[src/rtl/rv32i_types_pkg.sv]
// Shared RV32I core types used by the writeback stage and its result FIFOs.
package rv32i_types_pkg;

  typedef logic [31:0] word_t;
  typedef logic [4:0]  reg_idx_t;

  // Functional units competing for the register-file write port.
  typedef enum logic [1:0] {
    FU_AU = 2'd0,
    FU_MU = 2'd1,
    FU_DU = 2'd2,
    FU_LS = 2'd3
  } fu_sel_t;

  localparam int NUM_FU     = 4;
  localparam int WB_ENTRY_W = 37;

  // One queued result: destination register plus data (37 bits).
  typedef struct packed {
    reg_idx_t rd;
    word_t    data;
  } wb_entry_t;

  // Unit that follows f in round-robin order, wrapping LS back to AU.
  function automatic fu_sel_t fu_next(input fu_sel_t f);
    return fu_sel_t'(f + 2'd1);
  endfunction

endpackage

[src/rtl/pipe5_writeback_arbiter_if.sv]
// Writeback port bundle: four unit result buses, halt request and the
// register-file write port.
interface pipe5_writeback_arbiter_if;
  import rv32i_types_pkg::*;

  logic     wen_au, wen_mu, wen_du, wen_ls;
  reg_idx_t reg_rd_au, reg_rd_mu, reg_rd_du, reg_rd_ls;
  word_t    wdata_au, wdata_mu, wdata_du, wdata_ls;
  logic     halt_instr;
  logic     stall_au, stall_mu, stall_du, stall_ls;
  logic     rf_wen;
  reg_idx_t rf_waddr;
  word_t    rf_wdata;
  fu_sel_t  wb_src;
  logic     halt;

  modport master (
    output wen_au, wen_mu, wen_du, wen_ls,
    output reg_rd_au, reg_rd_mu, reg_rd_du, reg_rd_ls,
    output wdata_au, wdata_mu, wdata_du, wdata_ls,
    output halt_instr,
    input  stall_au, stall_mu, stall_du, stall_ls,
    input  rf_wen, rf_waddr, rf_wdata, wb_src, halt
  );

  modport slave (
    input  wen_au, wen_mu, wen_du, wen_ls,
    input  reg_rd_au, reg_rd_mu, reg_rd_du, reg_rd_ls,
    input  wdata_au, wdata_mu, wdata_du, wdata_ls,
    input  halt_instr,
    output stall_au, stall_mu, stall_du, stall_ls,
    output rf_wen, rf_waddr, rf_wdata, wb_src, halt
  );

endinterface

[src/rtl/pipe5_wb_fifo.sv]
// Per-unit result FIFO of {rd, data}; DEPTH must be a power of two so the
// pointers wrap naturally.
module pipe5_wb_fifo
  import rv32i_types_pkg::*;
#(
  parameter int DEPTH = 2
) (
  input  logic                    clk,
  input  logic                    rst,
  input  logic                    push,
  input  logic                    pop,
  input  logic [WB_ENTRY_W-1:0]   din,
  output logic [WB_ENTRY_W-1:0]   dout,
  output logic                    full,
  output logic                    empty,
  output logic [$clog2(DEPTH):0]  count
);

  localparam int PTR_W = $clog2(DEPTH);
  localparam int CNT_W = PTR_W + 1;

  logic [WB_ENTRY_W-1:0] mem [DEPTH];
  logic [PTR_W-1:0]      wr_ptr, rd_ptr;
  logic                  do_push, do_pop;

  // Full is taken from the registered count, so a same-cycle pop never
  // makes room for a push.
  assign full    = (count == CNT_W'(DEPTH));
  assign empty   = (count == '0);
  assign do_push = push && !full;
  assign do_pop  = pop && !empty;
  assign dout    = mem[rd_ptr];

  // Pointer and occupancy bookkeeping; push+pop together leaves count as is.
  always_ff @(posedge clk) begin
    if (rst) begin
      wr_ptr <= '0;
      rd_ptr <= '0;
      count  <= '0;
    end else begin
      if (do_push) wr_ptr <= wr_ptr + PTR_W'(1);
      if (do_pop)  rd_ptr <= rd_ptr + PTR_W'(1);
      case ({do_push, do_pop})
        2'b10:   count <= count + CNT_W'(1);
        2'b01:   count <= count - CNT_W'(1);
        default: count <= count;
      endcase
    end
  end

  // Entry storage needs no reset: occupancy alone decides what is valid.
  always_ff @(posedge clk) begin
    if (do_push) mem[wr_ptr] <= din;
  end

endmodule

[src/rtl/pipe5_writeback_arbiter.sv]
// Writeback arbiter: four unit result FIFOs share one register-file write
// port through a round-robin grant, with a drain-then-halt sequence.
module pipe5_writeback_arbiter
  import rv32i_types_pkg::*;
#(
  parameter int DEPTH = 2
) (
  input  logic                     CLK,
  input  logic                     RST,
  pipe5_writeback_arbiter_if.slave wb
);

  localparam int CNT_W = $clog2(DEPTH) + 1;

  logic [NUM_FU-1:0] wen, push, pop, full, empty, stall;
  reg_idx_t          rd    [NUM_FU];
  word_t             wdata [NUM_FU];
  wb_entry_t         head  [NUM_FU];
  logic [CNT_W-1:0]  count [NUM_FU];

  fu_sel_t   rr_ptr;
  logic [2:0] pick;
  logic      grant_vld;
  fu_sel_t   grant_sel;
  wb_entry_t grant_ent;

  logic      rf_wen_p1;
  reg_idx_t  rf_waddr_p1;
  word_t     rf_wdata_p1;
  fu_sel_t   wb_src_p1;
  logic      halt_pending, halt_p1;

  // First requester at or after start, in AU, MU, DU, LS order; returns
  // {found, index}. Scanning from the far end lets the nearest one win.
  function automatic logic [2:0] rr_pick(input logic [NUM_FU-1:0] req,
                                         input fu_sel_t start);
    logic [2:0] found;
    logic [1:0] idx;
    found = 3'b000;
    for (int k = NUM_FU - 1; k >= 0; k--) begin
      idx = start + 2'(k);
      if (req[idx]) found = {1'b1, idx};
    end
    return found;
  endfunction

  assign wen      = {wb.wen_ls, wb.wen_du, wb.wen_mu, wb.wen_au};
  assign rd[0]    = wb.reg_rd_au;
  assign rd[1]    = wb.reg_rd_mu;
  assign rd[2]    = wb.reg_rd_du;
  assign rd[3]    = wb.reg_rd_ls;
  assign wdata[0] = wb.wdata_au;
  assign wdata[1] = wb.wdata_mu;
  assign wdata[2] = wb.wdata_du;
  assign wdata[3] = wb.wdata_ls;

  for (genvar i = 0; i < NUM_FU; i++) begin : g_unit
    // x0 writes are dropped here so they never occupy or stall a FIFO.
    assign push[i]  = wen[i] && !full[i] && (rd[i] != '0) && !halt_p1;
    assign stall[i] = (count[i] == CNT_W'(DEPTH)) || halt_p1;

    pipe5_wb_fifo #(.DEPTH(DEPTH)) u_fifo (
      .clk   (CLK),
      .rst   (RST),
      .push  (push[i]),
      .pop   (pop[i]),
      .din   ({rd[i], wdata[i]}),
      .dout  (head[i]),
      .full  (full[i]),
      .empty (empty[i]),
      .count (count[i])
    );
  end

  // Round-robin grant over non-empty FIFO heads; nothing is granted once halted.
  always_comb begin
    pick      = rr_pick(~empty, rr_ptr);
    grant_vld = pick[2] && !halt_p1;
    grant_sel = fu_sel_t'(pick[1:0]);
    grant_ent = head[grant_sel];
    pop       = '0;
    if (grant_vld) pop[grant_sel] = 1'b1;
  end

  // ---- stage p1: granted head registered onto the register-file port ----
  always_ff @(posedge CLK) begin
    if (RST) begin
      rr_ptr      <= FU_AU;
      rf_wen_p1   <= 1'b0;
      rf_waddr_p1 <= '0;
      rf_wdata_p1 <= '0;
      wb_src_p1   <= FU_AU;
    end else begin
      rf_wen_p1 <= grant_vld;
      if (grant_vld) begin
        rr_ptr      <= fu_next(grant_sel);
        rf_waddr_p1 <= grant_ent.rd;
        rf_wdata_p1 <= grant_ent.data;
        wb_src_p1   <= grant_sel;
      end
    end
  end

  // Halt waits for every FIFO and the write port to go quiet, then sticks.
  always_ff @(posedge CLK) begin
    if (RST) begin
      halt_pending <= 1'b0;
      halt_p1      <= 1'b0;
    end else begin
      if (wb.halt_instr) halt_pending <= 1'b1;
      if (halt_pending && (&empty) && !rf_wen_p1) halt_p1 <= 1'b1;
    end
  end

  assign wb.stall_au = stall[0];
  assign wb.stall_mu = stall[1];
  assign wb.stall_du = stall[2];
  assign wb.stall_ls = stall[3];
  assign wb.rf_wen   = rf_wen_p1;
  assign wb.rf_waddr = rf_waddr_p1;
  assign wb.rf_wdata = rf_wdata_p1;
  assign wb.wb_src   = wb_src_p1;
  assign wb.halt     = halt_p1;

endmodule

[src/flat_wrapper.sv]
// flat-port wrapper written by rule: the top's interface ports become plain ports
module pipe5_writeback_arbiter_flat import rv32i_types_pkg::*;
#(
  parameter int DEPTH = 2
)
  (CLK, RST, wb_wen_au, wb_wen_mu, wb_wen_du, wb_wen_ls, wb_reg_rd_au, wb_reg_rd_mu, wb_reg_rd_du, wb_reg_rd_ls, wb_wdata_au, wb_wdata_mu, wb_wdata_du, wb_wdata_ls, wb_halt_instr, wb_stall_au, wb_stall_mu, wb_stall_du, wb_stall_ls, wb_rf_wen, wb_rf_waddr, wb_rf_wdata, wb_wb_src, wb_halt);
  pipe5_writeback_arbiter_if wb_i ();
  input  logic CLK;
  input  logic RST;
  input wire logic [$bits(wb_i.wen_au)-1:0] wb_wen_au;
  input wire logic [$bits(wb_i.wen_mu)-1:0] wb_wen_mu;
  input wire logic [$bits(wb_i.wen_du)-1:0] wb_wen_du;
  input wire logic [$bits(wb_i.wen_ls)-1:0] wb_wen_ls;
  input wire logic [$bits(wb_i.reg_rd_au)-1:0] wb_reg_rd_au;
  input wire logic [$bits(wb_i.reg_rd_mu)-1:0] wb_reg_rd_mu;
  input wire logic [$bits(wb_i.reg_rd_du)-1:0] wb_reg_rd_du;
  input wire logic [$bits(wb_i.reg_rd_ls)-1:0] wb_reg_rd_ls;
  input wire logic [$bits(wb_i.wdata_au)-1:0] wb_wdata_au;
  input wire logic [$bits(wb_i.wdata_mu)-1:0] wb_wdata_mu;
  input wire logic [$bits(wb_i.wdata_du)-1:0] wb_wdata_du;
  input wire logic [$bits(wb_i.wdata_ls)-1:0] wb_wdata_ls;
  input wire logic [$bits(wb_i.halt_instr)-1:0] wb_halt_instr;
  output wire logic [$bits(wb_i.stall_au)-1:0] wb_stall_au;
  output wire logic [$bits(wb_i.stall_mu)-1:0] wb_stall_mu;
  output wire logic [$bits(wb_i.stall_du)-1:0] wb_stall_du;
  output wire logic [$bits(wb_i.stall_ls)-1:0] wb_stall_ls;
  output wire logic [$bits(wb_i.rf_wen)-1:0] wb_rf_wen;
  output wire logic [$bits(wb_i.rf_waddr)-1:0] wb_rf_waddr;
  output wire logic [$bits(wb_i.rf_wdata)-1:0] wb_rf_wdata;
  output wire logic [$bits(wb_i.wb_src)-1:0] wb_wb_src;
  output wire logic [$bits(wb_i.halt)-1:0] wb_halt;
  assign wb_i.wen_au = wb_wen_au;
  assign wb_i.wen_mu = wb_wen_mu;
  assign wb_i.wen_du = wb_wen_du;
  assign wb_i.wen_ls = wb_wen_ls;
  assign wb_i.reg_rd_au = wb_reg_rd_au;
  assign wb_i.reg_rd_mu = wb_reg_rd_mu;
  assign wb_i.reg_rd_du = wb_reg_rd_du;
  assign wb_i.reg_rd_ls = wb_reg_rd_ls;
  assign wb_i.wdata_au = wb_wdata_au;
  assign wb_i.wdata_mu = wb_wdata_mu;
  assign wb_i.wdata_du = wb_wdata_du;
  assign wb_i.wdata_ls = wb_wdata_ls;
  assign wb_i.halt_instr = wb_halt_instr;
  assign wb_stall_au = wb_i.stall_au;
  assign wb_stall_mu = wb_i.stall_mu;
  assign wb_stall_du = wb_i.stall_du;
  assign wb_stall_ls = wb_i.stall_ls;
  assign wb_rf_wen = wb_i.rf_wen;
  assign wb_rf_waddr = wb_i.rf_waddr;
  assign wb_rf_wdata = wb_i.rf_wdata;
  assign wb_wb_src = wb_i.wb_src;
  assign wb_halt = wb_i.halt;
  pipe5_writeback_arbiter #(.DEPTH(DEPTH)) u_core (.CLK(CLK), .RST(RST), .wb(wb_i));
endmodule
[config.mk]
export PLATFORM = sky130hd
export DESIGN_NAME = pipe5_writeback_arbiter_flat
export DESIGN_NICKNAME = d
export VERILOG_FILES = /design/src/rtl/rv32i_types_pkg.sv /design/src/rtl/pipe5_writeback_arbiter_if.sv /design/src/rtl/pipe5_wb_fifo.sv /design/src/rtl/pipe5_writeback_arbiter.sv /design/src/flat_wrapper.sv
export SDC_FILE = /design/constraint.sdc
export NUM_CORES = 1
export LEC_CHECK = 0
export BUFFER_PORTS_ARGS = -buffer_cell sky130_fd_sc_hd__buf_4
export CAP_MARGIN = 15
export CORE_ASPECT_RATIO = 1.5
export CORE_MARGIN = 2
export CORE_UTILIZATION = 28
export CTS_CLUSTER_SIZE = 40
export DETAILED_ROUTE_END_ITERATION = 10
export PLACE_DENSITY = 0.47
export SYNTH_ARGS = -nofsm -noshare
export SYNTH_HDL_FRONTEND = slang
export SYNTH_SLANG_ARGS = --single-unit
[constraint.sdc]
create_clock -name CLK -period 2.8 [get_ports CLK]
set_clock_uncertainty 0.15 [all_clocks]
set_input_delay 0.56 -clock CLK [delete_from_list [all_inputs] [get_ports CLK]]
set_output_delay 0.56 -clock CLK [all_outputs]
set_load 0.03 [all_outputs]
# --- Word level (Yosys, flattened, before mapping) ---
# Memories as Yosys holds them, arrays and structs flattened. A register that Yosys moved wholly into a read port is not among the register bits.
# Cells that the tools add are included.
op_classes:
  addsub: 20
  order_cmp: 7
  eq_ne: 12
  n_mux: 38
  bitwise: 2
  reduce_logical: 51
op_table:
  columns: ["operator", "n"]
  rows:
  - ["$bmux W37 S2", 1]
  - ["$mux W37", 2]
  - ["$logic_and A1 B1 Y1", 24]
  - ["$mux W1", 21]
  - ["$reduce_bool A5 Y1", 4]
  - ["$eq A2 B2 Y1 const B", 8]
  - ["$pmux W2 S2", 4]
  - ["$lt A2 B3 Y1 const B", 5]
  - ["$add A2 B1 Y2 const B", 6]
  - ["$mux W3", 4]
  - ["$logic_not A1 Y1", 10]
  - ["$add A1 B1 Y1 const B", 8]
  - ["$bmux W1 S2", 4]
  - ["$eq A2 B1 Y1 const B", 4]
  - ["$logic_not A2 Y1", 4]
  - ["$reduce_bool A2 Y1", 4]
  - ["$sub A2 B1 Y2 const B", 4]
  - ["$add A2 B2 Y2 const B", 2]
  - ["$logic_or A1 B1 Y1", 4]
  - ["$mux W4", 1]
  - ["$not A4 Y4", 1]
  - ["$reduce_and A4 Y1", 1]
  - ["$ge A3 B3 Y1 const B", 1]
  - ["$not A2 Y3", 1]
  - ["2 further kinds", 2]
word_totals:
  register_bits: 60
  ram_bits: 296
  in_bits: 155
  word_cells: 153
  mem_count: 4
memory_table:
  columns: ["name", "words", "word_bits", "rd", "rd_ports_with_merged_regs", "wr", "line_no", "text"]
  rows:
  - ["u_core.g_unit[0].u_fifo.mem", 2, 37, 1, 1, 1, "pipe5_wb_fifo.sv:22", "logic [WB_ENTRY_W-1:0] mem [DEPTH];"]
  - ["u_core.g_unit[1].u_fifo.mem", 2, 37, 1, 1, 1, "pipe5_wb_fifo.sv:22", null]
  - ["u_core.g_unit[2].u_fifo.mem", 2, 37, 1, 1, 1, "pipe5_wb_fifo.sv:22", null]
  - ["u_core.g_unit[3].u_fifo.mem", 2, 37, 1, 1, 1, "pipe5_wb_fifo.sv:22", null]

# --- Longest topological paths before layout ---
# Gate-level depths: netlist of run 1.
logic_depth:
  ltp_word: 16
  depth_mapped: 11
  mapped_depth_nobuf: 8

# --- Cells and area by module ---
# Synthesis of run 1 repeated with hierarchy kept, for this count alone.
hier_totals:
  hier_cells: 1052
  hier_area_um2: 15290.9
by_module_without_submodules:
  columns: ["mod", "instances", "cells_per_inst", "area_per_inst_um2", "seq_area_each_um2"]
  rows:
  - ["pipe5_wb_fifo", 4, 141, 2882.8, 2322.2]
  - ["pipe5_writeback_arbiter", 1, 488, 3759.9, 880.8]

# --- Worst setup path after synthesis of run 1 ---
# No wires, ideal clock.
synth_timing:
  path_kind: "register to register"
  start: "register u_core.halt_p1, in the netlist u_core.wb.halt"
  end: "memory u_core.g_unit[0].u_fifo.mem[0][0] (enable)"
  setup_time_ns: 0.431
  arrival_time_ns: 2.563
  required_ns: 2.219
  path_slack_ns: -0.345
  path_stages_with_launch: 5
  path_buffers: 1
  period_less_slack_ns: 3.145
  path_cell_list: "dfxtp_1 -> clkbuf_1 -> a21oi_1 -> o211ai_1 -> nor2_1"
synth_via:
  elab_chain_len: 5
synth_lines:
  columns: ["item", "line_no", "text"]
  rows:
  - ["start: declaration", "pipe5_writeback_arbiter.sv:31", "logic halt_pending, halt_p1;"]
  - ["start signal: assignment", "pipe5_writeback_arbiter.sv:108", "halt_p1 <= 1'b0;"]
  - ["start signal: assignment", "pipe5_writeback_arbiter.sv:111", "if (halt_pending && (&empty) && !rf_wen_p1) halt_p1 <= 1'b1;"]
  - ["$logic_not A1 Y1", "pipe5_writeback_arbiter.sv:59", "assign push[i] = wen[i] && !full[i] && (rd[i] != '0) && !halt_p1;"]
  - ["$logic_and A1 B1 Y1", "pipe5_writeback_arbiter.sv:59", null]
  - ["$logic_and A1 B1 Y1", "pipe5_wb_fifo.sv:30", "assign do_push = push && !full;"]
  - ["$mux W1", "pipe5_wb_fifo.sv:53", "if (do_push) mem[wr_ptr] <= din;"]
  - ["$mux W1 (implied by the code)", "pipe5_wb_fifo.sv:53", null]
  - ["end: declaration", "pipe5_wb_fifo.sv:22", null]
# Every way passes these cells.

# --- Final worst setup path of run 1 ---
layout_timing:
  start: "register u_core.g_unit[2].u_fifo.count[0]"
  end: "register u_core.g_unit[3].u_fifo.count[1]"
layout_via:
  elab_chain_len: 16
  elab_cells_between_ends: 26
  cone_classes: "order compare (2); eq/ne (2); mux (16); bitwise (1); reduce/logical (5)"
layout_lines:
  columns: ["item", "line_no", "text"]
  rows:
  - ["start: declaration", "pipe5_wb_fifo.sv:16", "output logic [$clog2(DEPTH):0] count"]
  - ["start signal: assignment", "pipe5_wb_fifo.sv:44", "2'b10: count <= count + CNT_W'(1);"]
  - ["start signal: assignment", "pipe5_wb_fifo.sv:45", "2'b01: count <= count - CNT_W'(1);"]
  - ["start signal: assignment", "pipe5_wb_fifo.sv:46", "default: count <= count;"]
  - ["$logic_not A2 Y1 (*)", "pipe5_wb_fifo.sv:29", "assign empty = (count == '0);"]
  - ["$not A4 Y4 (*)", "pipe5_writeback_arbiter.sv:77", "pick = rr_pick(~empty, rr_ptr);"]
  - ["$bmux W1 S2", "pipe5_writeback_arbiter.sv:42", "if (req[idx]) found = {1'b1, idx};"]
  - ["$mux W1 (implied by the code)", "pipe5_writeback_arbiter.sv:42", null]
  - ["$mux W3 (3 in series)", "pipe5_writeback_arbiter.sv:42", null]
  - ["$mux W3 (*)", "pipe5_writeback_arbiter.sv:42", null]
  - ["$lt A2 B3 Y1 (implied by the code) / $ge A2 B1 Y1 (equally long branches)", "pipe5_writeback_arbiter.sv:82", "if (grant_vld) pop[grant_sel] = 1'b1;"]
  - ["$logic_and A1 B1 Y1 (implied by the code)", "pipe5_writeback_arbiter.sv:82", null]
  - ["$mux W1 (implied by the code)", "pipe5_writeback_arbiter.sv:82", null]
  - ["$demux W1 S2", null, null]
  - ["$mux W4 (*)", "pipe5_writeback_arbiter.sv:82", null]
  - ["$logic_and A1 B1 Y1 (*)", "pipe5_wb_fifo.sv:31", "assign do_pop = pop && !empty;"]
  - ["net u_core.g_unit[3].u_fifo.do_pop", "pipe5_wb_fifo.sv:24", "logic do_push, do_pop;"]
  - ["$eq A2 B1 Y1 / $eq A2 B2 Y1 (equally long branches)", "pipe5_wb_fifo.sv:43", "case ({do_push, do_pop})"]
  - ["$pmux W2 S2 / $reduce_bool A2 Y1 (equally long branches)", null, null]
  - ["end signal: assignment", "pipe5_wb_fifo.sv:44", null]
  - ["end signal: assignment", "pipe5_wb_fifo.sv:45", null]
  - ["end signal: assignment", "pipe5_wb_fifo.sv:46", null]
  - ["end: declaration", "pipe5_wb_fifo.sv:16", null]
# Mark *: on every way through the listed nets, which the timed path passes. The rest lies on a longest branch. The select of a mux whose other input is x is not followed.
# A chain may end at the register's enable or synchronous reset.

==> results.md, run 1 <==
* Outcome: complete, no violations
* Pleak at 6.24 nW
* Syn avg cell area at roughly 17 µm²
* CP peak stage delay at 0.65 ns
* Via density at 4.53
* Multi-input logic area at 3720 µm²
* Period utilization at 94.3%
* Worst skew pair latency at 0.53 ns
* Clk buf depth at 3
* Post-Place Cell Area at 16,700 µm²
* Pre-CTS setup slack at 0.0945 ns
* Hpwl dp at around 26,000 µm
* Cell breakdown of the critical path: nor2_2 > a211oi_1 > or4_1 > nor3_1 > ha_1 > or3_1 > a21oi_1
* Synth area leader: edfxtp_1
* Port Buffers at 199
* Syn Nets at 991
* Ys Warns at 0
* Worst EP required at 3.10 ns
* Setup crit start: u_core.g_unit[2].u_fifo.count[0]$_SDFFE_PP0P_
* Final Critical Period at 2.64 ns
* Final Max Slew Viols at 0
* Clock Sinks at 360
* EDFF count, synth at 296
* TritonCTS Buffers at 37
* Max transition margin at 21.5%
* Initial antenna violation count at 7
* Synth cell types at 37
* Post-synth top area share at ~63%
* CP max FO at 7
* Arrival time at the worst endpoint at about 2.9 ns
* Cell count after synthesis at 832
* RSZ-0062 raised after global routing: no
* Initial core utilization at 28.3%
* RR Startpoint: u_core.g_unit[2].u_fifo.count[0]$_SDFFE_PP0P_
* WL/cell at 22.2 µm
* Post-Layout Cell Count at 1,757
* Die H at 278 µm
* Die X at between 150 and 200 µm
* Core box area at 49,500 µm²
* Setup Total Neg Slack at 0 ns
* IO Count at 200
* Worst setup path end: u_core.g_unit[3].u_fifo.count[1]$_SDFFE_PP0P_
* Grt total ovfl at 0
* Largest net degree at the start of global routing at 65
* Fill cells at 4,781
* Share of layout cells above drive strength 1 at between 30% and 40%
* PwrDens at 1120 nW/µm²
* Max VDD drop at 604 µV
* Post-Syn Area at 14,000 µm²
* Crit path capture type: flip-flop
* CP Class: flip-flop to flip-flop
* Register Area at 10,200 µm²
* Die area at 52,000 µm²
* Top FF cell, synth: edfxtp_1
* Worst R2R Setup Slack at approximately 0.16 ns
* Gpl congestion at 0.763
* Row count at 100
* Finished Cell Area at 18,000 µm²
* Worst hold path class: input port to flip-flop
* #FFs+latches synth at 360
* DR iter-0 viols at 344
* Synth area leaders: edfxtp_1, mux2i_1, dfxtp_1
* Final worst slack at 0.160 ns
* Cell depth of the worst hold path at 1
* FF-to-FF End: u_core.g_unit[3].u_fifo.count[1]$_SDFFE_PP0P_
* Final net count at 1,220
* Worst-path clk slew at 0.07 ns
* Post-CTS Setup Bufs at 0
* Routed wire length at 39,000 µm
* CTS Root Cell: clkbuf_16
* Setup crit start kind: flip-flop
* Final Hold Fails at 0
* Crit-path slowest cell: or4_1
* Worst R2R Path Depth at 7
* H-tree Lvls at 2
* Post-DRT Antenna Nets at 0
* GR Util All Layers at between 10 and 15%
* First-pass GRT wire length at 56,500 µm
* Max Cap Viol at 0
* Vias in the first global route at roughly 8,500
* Final setup viols at 0
* Sequential element share of the synthesized area at 72.4%
* DP Cell Count at 1,685
* Worst-Margin Slew at around 1.2 ns
* Routed vias at a little under 8,000
* DR pass1 iterations at 5
* Async SR Flop Fraction at 0%
* Area growth, synth to finish at 28.1%
* CTS tree: yes
* DRC viols at 0
* Fmax at 379 MHz
## worst max-delay path: cells and delay by family, from the launching register on
family | cells | cell delay (ns)
AND/OR/NAND/NOR | 4 | 1.44
flip-flops | 1 | 0.37
AO/OA/AOI/OAI | 2 | 0.30
adder cells (fa/ha/maj) | 1 | 0.29
## cell families (layout without fill, tap and decap cells)
group	after synthesis	in the layout	synth area share, %
xor gates and xnor gates	13	13	0.811
and+or+nand+nor	58	58	2.13
DFF	360	360	72.4
buffers and inverters	59	317	1.70
AOI/OAI and AO/OA	116	116	6.11
other	0	4	0
adders and majority gates	4	4	0.356
muxes	222	222	16.5
## layer usage
metal	vias up	wire [µm]	global-route usage [%]
li1	3718	-	-
met3	53	1850	2.96
met1	3991	15300	17.0
met2	189	20900	27.5
met4	4	893	4.80
met5	-	23	0
## synth_stat cells (2+ instances only)
| library cell | number |
|---|---|
| a211oi_1 | 3 |
| a21oi_1 | 19 |
| a221oi_1 | 37 |
| buf_1 | 2 |
| buf_2 | 8 |
| clkbuf_1 | 36 |
| dfxtp_1 | 64 |
| edfxtp_1 | 296 |
| ha_1 | 4 |
| inv_1 | 12 |
| mux2_2 | 74 |
| mux2i_1 | 148 |
| nand2_1 | 3 |
| nor2_1 | 29 |
| nor2_2 | 3 |
| nor3_1 | 3 |
| o211ai_1 | 4 |
| o21ai_0 | 7 |
| o21bai_1 | 40 |
| o31ai_1 | 2 |
| or3_1 | 5 |
| or4_1 | 7 |
| xnor2_1 | 9 |
| xor2_1 | 4 |
## cell type report
| cell class | count | share of cell area, % |
|---|---|---|
| clock inverters | 16 | 1.19 |
| repair buffers | 237 | 10.6 |
| clock buffers | 52 | 5.98 |
| multi-input cells | 413 | 20.7 |
| diodes | 4 | 0.0557 |
| inverters | 12 | 0.250 |
| well taps | 663 | 4.61 |
| flip-flops and latches | 360 | 56.6 |
## per-stage QoR
step | hold WS (ns) | total power, W | util (%)
after floorplan | 0.280 | 0.0123 | -
after global placement | 0.300 | 0.0152 | 33.7
after detailed placement | 0.304 | 0.0153 | 33.7
after CTS | 0.0355 | 0.0206 | 36.3
after global routing | 0.0363 | 0.0213 | 36.3
final | 0.0651 | 0.0202 | 36.3
## registers in the layout, summed over array words and instances, names as in the netlist, named ones only
register / cells
u_core.wb.rf_wen: 1
u_core.wb.rf_waddr: 5
u_core.wb.rf_wdata: 32
u_core.wb.halt: 1
u_core.rr_ptr: 2
u_core.g_unit.u_fifo.wr_ptr: 4
u_core.g_unit.u_fifo.mem: 296
u_core.halt_pending: 1
u_core.g_unit.u_fifo.count: 8
u_core.wb.wb_src: 2
u_core.g_unit.u_fifo.rd_ptr: 4
## placed cells by master, fill, tap and decap left out, drive strengths merged, types with 5 or more instances in the layout
cell type  Yosys  layout
a21oi         19      19
a221oi        37      37
buf           11     237
bufinv         0       5
clkbuf        36      52
clkinv         0       9
dfxtp         64      64
edfxtp       296     296
inv           12      13
mux2          74      74
mux2i        148     148
nor2          32      32
o21ai          7       7
o21bai        40      40
or3            5       5
or4            7       7
xnor2          9       9
## power by group
part | internal [W] | switching [W]
Combinational | 0.00304 | 0.00404
Clock | 0.00315 | 0.00206
Sequential | 0.00716 | 0.000760
## worst min-delay path by stage
| stage | start | slack (ns) | to |
|---|---|---|---|
| after CTS | wb_wdata_du[7] | 0.04 | u_core.g_unit[2].u_fifo.mem[1][7]$_DFFE_PP_ |
| after global placement | u_core.wb.wb_src[1]$_SDFFE_PP0N_ | 0.30 | u_core.wb.wb_src[1]$_SDFFE_PP0N_ |
| final | wb_wdata_mu[22] | 0.07 | u_core.g_unit[1].u_fifo.mem[0][22]$_DFFE_PP_ |
| after detailed placement | u_core.wb.wb_src[1]$_SDFFE_PP0N_ | 0.30 | u_core.wb.wb_src[1]$_SDFFE_PP0N_ |
| after global routing | wb_wdata_mu[22] | 0.04 | u_core.g_unit[1].u_fifo.mem[0][22]$_DFFE_PP_ |
| after floorplan | u_core.halt_pending$_SDFFE_PP0P_ | 0.28 | u_core.halt_pending$_SDFFE_PP0P_ |
## repair_timing
action,4_1_cts,5_1_grt
hold buffers,0,0
setup endpoints to repair,0,2
gates resized for setup,0,1
endpoints found under the hold margin,0,0
(Power assumes the default switching activity.)
==> run 2, diff against run 1 <==
Settings changed: CORE_UTILIZATION 28 to 29, PLACE_DENSITY 0.47 to unset, SETUP_SLACK_MARGIN set to 0.15.
==> results.md, run 2 (same netlist as run 1, synthesis figures left out) <==
* Gpl congestion at 0.775 (+1.7%)
* Stages on the worst setup path at 8 (+1)
* Area growth, synth to finish at 27.3%
* CTS tree: yes
* CP top delay family: simple AND/OR/NAND/NOR gates
* Crit-path slowest cell: or4_1
* Final Hold Fails at 0 (unchanged)
* Die area at 50,200 µm² (-3.4%)
* Setup crit start kind: flip-flop
* Worst-path clk slew at 0.07 ns (about the same)
* Vias in the first global route at 8,471 (-0.34%)
* Post-DRT Antenna Nets at 0 (unchanged)
* TritonCTS Buffers at 35 (-5.4%)
* Largest net degree at the start of global routing at 65 (unchanged)
* Worst R2R Setup Slack at 0.27 ns (+0.11 ns)
* Pleak at 6.20 nW (-0.61%)
* Port Buffers at 199 (unchanged)
* IO Count at 200 (unchanged)
* Most common cell after layout, fill and taps aside: edfxtp_1
* DR pass1 iterations at 5 (unchanged)
* Hpwl dp at 26,600 µm (+0.87%)
* Clock Sinks at 360 (unchanged)
* CP peak stage delay at 0.55 ns (-0.10 ns)
* Worst hold path class: input port to flip-flop
* Final worst slack at 0.266 ns (+0.106 ns)
* Post-Layout Cell Count at 1,692 (-3.7%)
* Die X at 184 µm (-1.7%)
* Final net count at 1,215 (-0.41%)
* CTS Root Cell: clkbuf_16
* Row count at 98 (-2.0%)
* DR iter-0 viols at 513 (+49%)
* Largest Register: u_core.g_unit.u_fifo.mem
* H-tree Lvls at 2 (unchanged)
* RR Startpoint: u_core.g_unit[1].u_fifo.count[0]$_SDFFE_PP0P_
* DRC viols at 0 (unchanged)
* Clk buf depth at 3 (unchanged)
* Worst R2R Path Depth at 8 (+1)
* Max Cap Viol at 0 (unchanged)
* Final Critical Period at 2.53 ns (-0.106 ns)
* PwrDens at 1120 nW/µm² (about the same)
* Pre-CTS setup slack at 0.125 ns (+0.0308 ns)
* Max transition margin at 43.5% (+22 points)
* Initial antenna violation count at 13 (+6)
* Finished Cell Area at 17,900 µm² (-0.63%)
* Die H at 274 µm (-1.7%)
* GR Util All Layers at 15.3% (+0.48 points)
* Setup crit start: u_core.g_unit[1].u_fifo.count[0]$_SDFFE_PP0P_
* Worst setup path end: u_core.g_unit[1].u_fifo.count[1]$_SDFFE_PP0P_
* Worst EP required at 3.10 ns (about the same)
* Grt total ovfl at 0 (unchanged)
* DP Cell Count at 1,618 (-4.0%)
* FF-to-FF End: u_core.g_unit[1].u_fifo.count[1]$_SDFFE_PP0P_
* Crit path capture type: flip-flop
* Cell breakdown of the critical path: nor2_1 > a21boi_1 > or4_1 > buf_4 > nor2_1 > ha_1 > or3_1 > a21oi_1
* WL/cell at 23.1 µm (+3.9%)
* Final Max Slew Viols at 0 (unchanged)
* Worst-Margin Slew at 0.846 ns (-0.329 ns)
* RSZ-0062 raised after global routing: yes
* Arrival time at the worst endpoint at 2.83 ns (-0.11 ns)
* Routed wire length at 39,000 µm (about the same)
* Period utilization at 90.5% (-3.8 points)
* Initial core utilization at 29.4% (+1.1 points)
* Worst skew pair latency at 0.54 ns (about the same)
* Via density at 4.74 (+4.7%)
* Fmax at 395 MHz (+4.2%)
* Final setup viols at 0 (unchanged)
* Outcome: complete, no violations
* Fill cells at 4,393 (-8.1%)
* Most common cell on crit path: nor2_1
* Largest register FFs at 296 (unchanged)
* Routed vias at 8,024 (+0.87%)
* First-pass GRT wire length at 55,400 µm (-2.0%)
* Core box area at 47,700 µm² (-3.7%)
* Worst path bufs/invs at 1 (+1)
* Most frequent cells in the layout: edfxtp_1, buf_4, mux2i_1
* CP max FO at 6 (-1)
* CP Class: flip-flop to flip-flop
* Share of layout cells above drive strength 1 at 35.6% (-0.23 points)
* Max VDD drop at 582 µV (-3.6%)
* Post-Place Cell Area at 16,600 µm² (-0.40%)
* Post-CTS Setup Bufs at 0 (unchanged)
* Pwr Total at 0.0201 W (-0.73%)
==> run 2: timing repair <==
action,4_1_cts,5_1_grt
endpoints found under the hold margin,0,0
hold buffers,0,0
endpoints found under the setup margin,0,20
resized for setup,0,4
==> run 2: layer usage <==
metal  track usage (%)  vias to the layer above  wire length [µm]
li1                  -                     3710                 -
met1              16.6                     4038             14500
met2              28.3                      201             21300
met3              2.98                       69              1720
met4              7.37                        6              1410
met5                 0                        -                40
==> run 2: layout make-up <==
type,count,area [µm²],share of cell area [%]
sequential,360,10200,57.0
clock inverter,18,238,1.33
clock buffer,46,978,5.47
tap,600,751,4.20
timing repair buffer,233,1920,10.8
antenna,9,22.5,0.126
multi-input combinational,414,3730,20.9
inverter,12,45.0,0.252
==> run 2: worst min path at each step <==
stage	endpoint	slack (ns)	from	cells past startpoint
floorplan	u_core.halt_pending$_SDFFE_PP0P_	0.28	u_core.halt_pending$_SDFFE_PP0P_	2
global placement	u_core.wb.wb_src[1]$_SDFFE_PP0N_	0.29	u_core.wb.wb_src[1]$_SDFFE_PP0N_	2
detailed placement	u_core.wb.wb_src[0]$_SDFFE_PP0N_	0.31	u_core.wb.wb_src[0]$_SDFFE_PP0N_	2
CTS	u_core.g_unit[2].u_fifo.mem[0][9]$_DFFE_PP_	0.03	wb_wdata_du[9]	1
global route	u_core.g_unit[1].u_fifo.mem[1][21]$_DFFE_PP_	0.04	wb_wdata_mu[21]	1
finish	u_core.g_unit[0].u_fifo.mem[0][7]$_DFFE_PP_	0.05	wb_wdata_au[7]	1
==> run 2: per-stage QoR <==
step,util [%],hold slack (ns),setup TNS (ns)
final,37.5,0.0540,0
after global routing,37.5,0.0430,0
after detailed placement,34.8,0.307,0
after floorplan,-,0.280,-101.99
after global placement,34.8,0.295,0
after CTS,37.4,0.0309,0
==> run 2: report_power, final <==
part	switching, W	internal, W
clock network	0.00203	0.00295
registers	0.000616	0.00716
logic	0.00422	0.00309
==> run 2: worst reg2reg max path, cell delays in order (launching register included) <==
cell and delay, ns:
dfxtp_1 0.40, nor2_1 0.13, a21boi_1 0.18, or4_1 0.55
buf_4 0.18, nor2_1 0.10, ha_1 0.26, or3_1 0.38
a21oi_1 0.14
==> run 3, diff against run 2 <==
Settings changed: CORE_UTILIZATION 29 to 51, CTS_CLUSTER_DIAMETER set to 200, PLACE_DENSITY set to 0.75.
==> results.md, run 3 (same netlist as run 1, synthesis figures left out) <==
* Pleak at 5.74 nW (-7.5%)
* Area growth, synth to finish at 18.0%
* Initial antenna violation count at 3 (-10)
* RR Startpoint: u_core.g_unit[1].u_fifo.count[0]$_SDFFE_PP0P_
* Die H at 207 µm (-24%)
* Worst-path clk slew at 0.14 ns (+0.07 ns)
* Share of layout cells above drive strength 1 at 32.9% (-2.7 points)
* Fmax at 382 MHz (-3.2%)
* Max Cap Viol at 0 (unchanged)
* H-tree Lvls at 1 (-1)
* Final net count at 1,185 (-2.5%)
* PwrDens at 1030 nW/µm² (-8.0%)
* Via density at 5.68 (+20%)
* Initial core utilization at 51.8% (+22 points)
* Worst skew pair latency at 0.50 ns (-0.04 ns)
* Vias in the first global route at 8,169 (-3.6%)
* Cell depth of the worst hold path at 1 (unchanged)
* First-pass GRT wire length at 48,400 µm (-13%)
* Max VDD drop at 1050 µV (+81%)
* WL/cell at 23.6 µm (+2.5%)
* Largest register FFs at 296 (unchanged)
* Setup crit start kind: flip-flop
* Fill cells at 2,033 (-54%)
* Gpl congestion at 0.863 (+11%)
* Fin util at 61.1% (+24 points)
* Post-CTS Setup Bufs at 0 (unchanged)
* Final setup viols at 0 (unchanged)
* Final Critical Period at 2.62 ns (+0.0846 ns)
* Worst EP required at 2.98 ns (-0.12 ns)
* Worst R2R Setup Slack at 0.18 ns (-0.08 ns)
* DR pass1 iterations at 4 (-1)
* DRC viols at 0 (unchanged)
* Final hold slack at 0.0777 ns (+0.0238 ns)
* Period utilization at 93.5% (+3.0 points)
* IO Count at 200 (unchanged)
* Most common cell after layout, fill and taps aside: edfxtp_1
* Cts hold-fix bufs at 0 (unchanged)
* Outcome: complete, no violations
* Worst-Margin Slew at 1.09 ns (+0.241 ns)
* Worst R2R Path Depth at 5 (-3)
* Die area at 28,900 µm² (-42%)
* Grt total ovfl at 0 (unchanged)
* TritonCTS Buffers at 12 (-66%)
* Final Hold Fails at 0 (unchanged)
* Clock Sinks at 360 (unchanged)
* FF-to-FF End: u_core.wb.rf_wdata[9]$_SDFFE_PP0N_
* RSZ-0062 raised after global routing: yes
* CTS tree: yes
* Hpwl dp at 22,100 µm (-17%)
* DP Cell Count at 1,354 (-16%)
* Clk buf depth at 3 (unchanged)
* Die X at 139 µm (-24%)
* Routed wire length at 32,500 µm (-17%)
* Worst Hold Launch: wb_wdata_ls[4]
* DR iter-0 viols at 531 (+3.5%)
* Setup Total Neg Slack at 0 ns (unchanged)
* Most frequent cells in the layout: edfxtp_1, buf_4, mux2i_1
* Post-Layout Cell Count at 1,377 (-19%)
* Crit path capture type: flip-flop
* GR Util All Layers at 22.1% (+6.8 points)
* CP Class: flip-flop to flip-flop
* Worst hold path class: input port to flip-flop
* CP max FO at 37 (+31)
* Max transition margin at 27.3% (-16 points)
* Core box area at 27,100 µm² (-43%)
* Routed vias at 7,825 (-2.5%)
* Post-DRT Antenna Nets at 0 (unchanged)
* Hold Path Sink: u_core.g_unit[3].u_fifo.mem[1][4]$_DFFE_PP_
* Largest Register: u_core.g_unit.u_fifo.mem
* CTS Root Cell: clkbuf_16
* Port Buffers at 199 (unchanged)
* Arrival time at the worst endpoint at 2.80 ns (-0.03 ns)
* Largest net degree at the start of global routing at 65 (unchanged)
* Row count at 74 (-24%)
* Final Max Slew Viols at 0 (unchanged)
-- run 3: worst max-delay path by stage --
stage,start,cells after the start,endpoint,slack (ns)
2_1_floorplan,u_core.wb.halt$_SDFFE_PP0P_,4,u_core.g_unit[0].u_fifo.mem[0][0]$_DFFE_PP_,-0.34
3_3_place_gp,wb_reg_rd_mu[3],6,u_core.g_unit[1].u_fifo.mem[0][9]$_DFFE_PP_,0.23
3_5_place_dp,u_core.rr_ptr[1]$_SDFFE_PP0N_,7,u_core.g_unit[3].u_fifo.count[1]$_SDFFE_PP0P_,0.14
4_1_cts,u_core.g_unit[1].u_fifo.count[0]$_SDFFE_PP0P_,5,u_core.wb.rf_wdata[9]$_SDFFE_PP0N_,0.15
5_1_grt,u_core.g_unit[1].u_fifo.count[0]$_SDFFE_PP0P_,5,u_core.wb.rf_waddr[0]$_SDFFE_PP0N_,0.01
6_report,u_core.g_unit[1].u_fifo.count[0]$_SDFFE_PP0P_,5,u_core.wb.rf_wdata[9]$_SDFFE_PP0N_,0.18
-- run 3: per-stage QoR --
stage	cell area [µm²]	total power [W]	setup WS, ns
after global placement	16200	0.0148	0.226
after detailed placement	16200	0.0150	0.137
after CTS	16600	0.0173	0.152
final	16600	0.0171	0.182
after floorplan	14000	0.0123	-0.345
after global routing	16600	0.0179	0.0133
-- run 3: where the power goes --
part	switching [W]	total [W]	internal, W
Sequential	0.000509	0.00765	0.00714
Combinational	0.00415	0.00713	0.00298
Clock	0.00147	0.00235	0.000883
Total	0.00612	0.0171	0.0110
-- run 3: repair_timing --
item | CTS | global route
setup endpoints to repair | 2 | 43
pin swaps | 0 | 1
gates resized for setup | 1 | 5
hold endpoints to repair | 0 | 0
-- run 3: metal layers --
layer / vias to the layer above / global-route usage, % / routed length (µm)
met3: 41 / 2.24 / 1450
met5: - / 0 / 0
met1: 3933 / 26.5 / 12400
met2: 228 / 41.1 / 17700
li1: 3623 / - / -
met4: 0 / 7.80 / 972
-- run 3: area by class of cell --
type / instances / area (µm²) / area share, %
tap: 342 / 428 / 2.58
sequential: 360 / 10200 / 61.4
antenna: 3 / 7.51 / 0.0453
multi-input combinational: 413 / 3730 / 22.5
inverter: 12 / 45.0 / 0.272
timing repair buffer: 227 / 1840 / 11.1
clock buffer: 20 / 352 / 2.12
-- run 3: critical path: stages (launching register included) --
cell	delay [ns]
dfxtp_2	0.37
nor2_1	0.28
a21oi_1	0.21
o21bai_1	0.29
nor2_4	0.84
a221oi_1	0.27
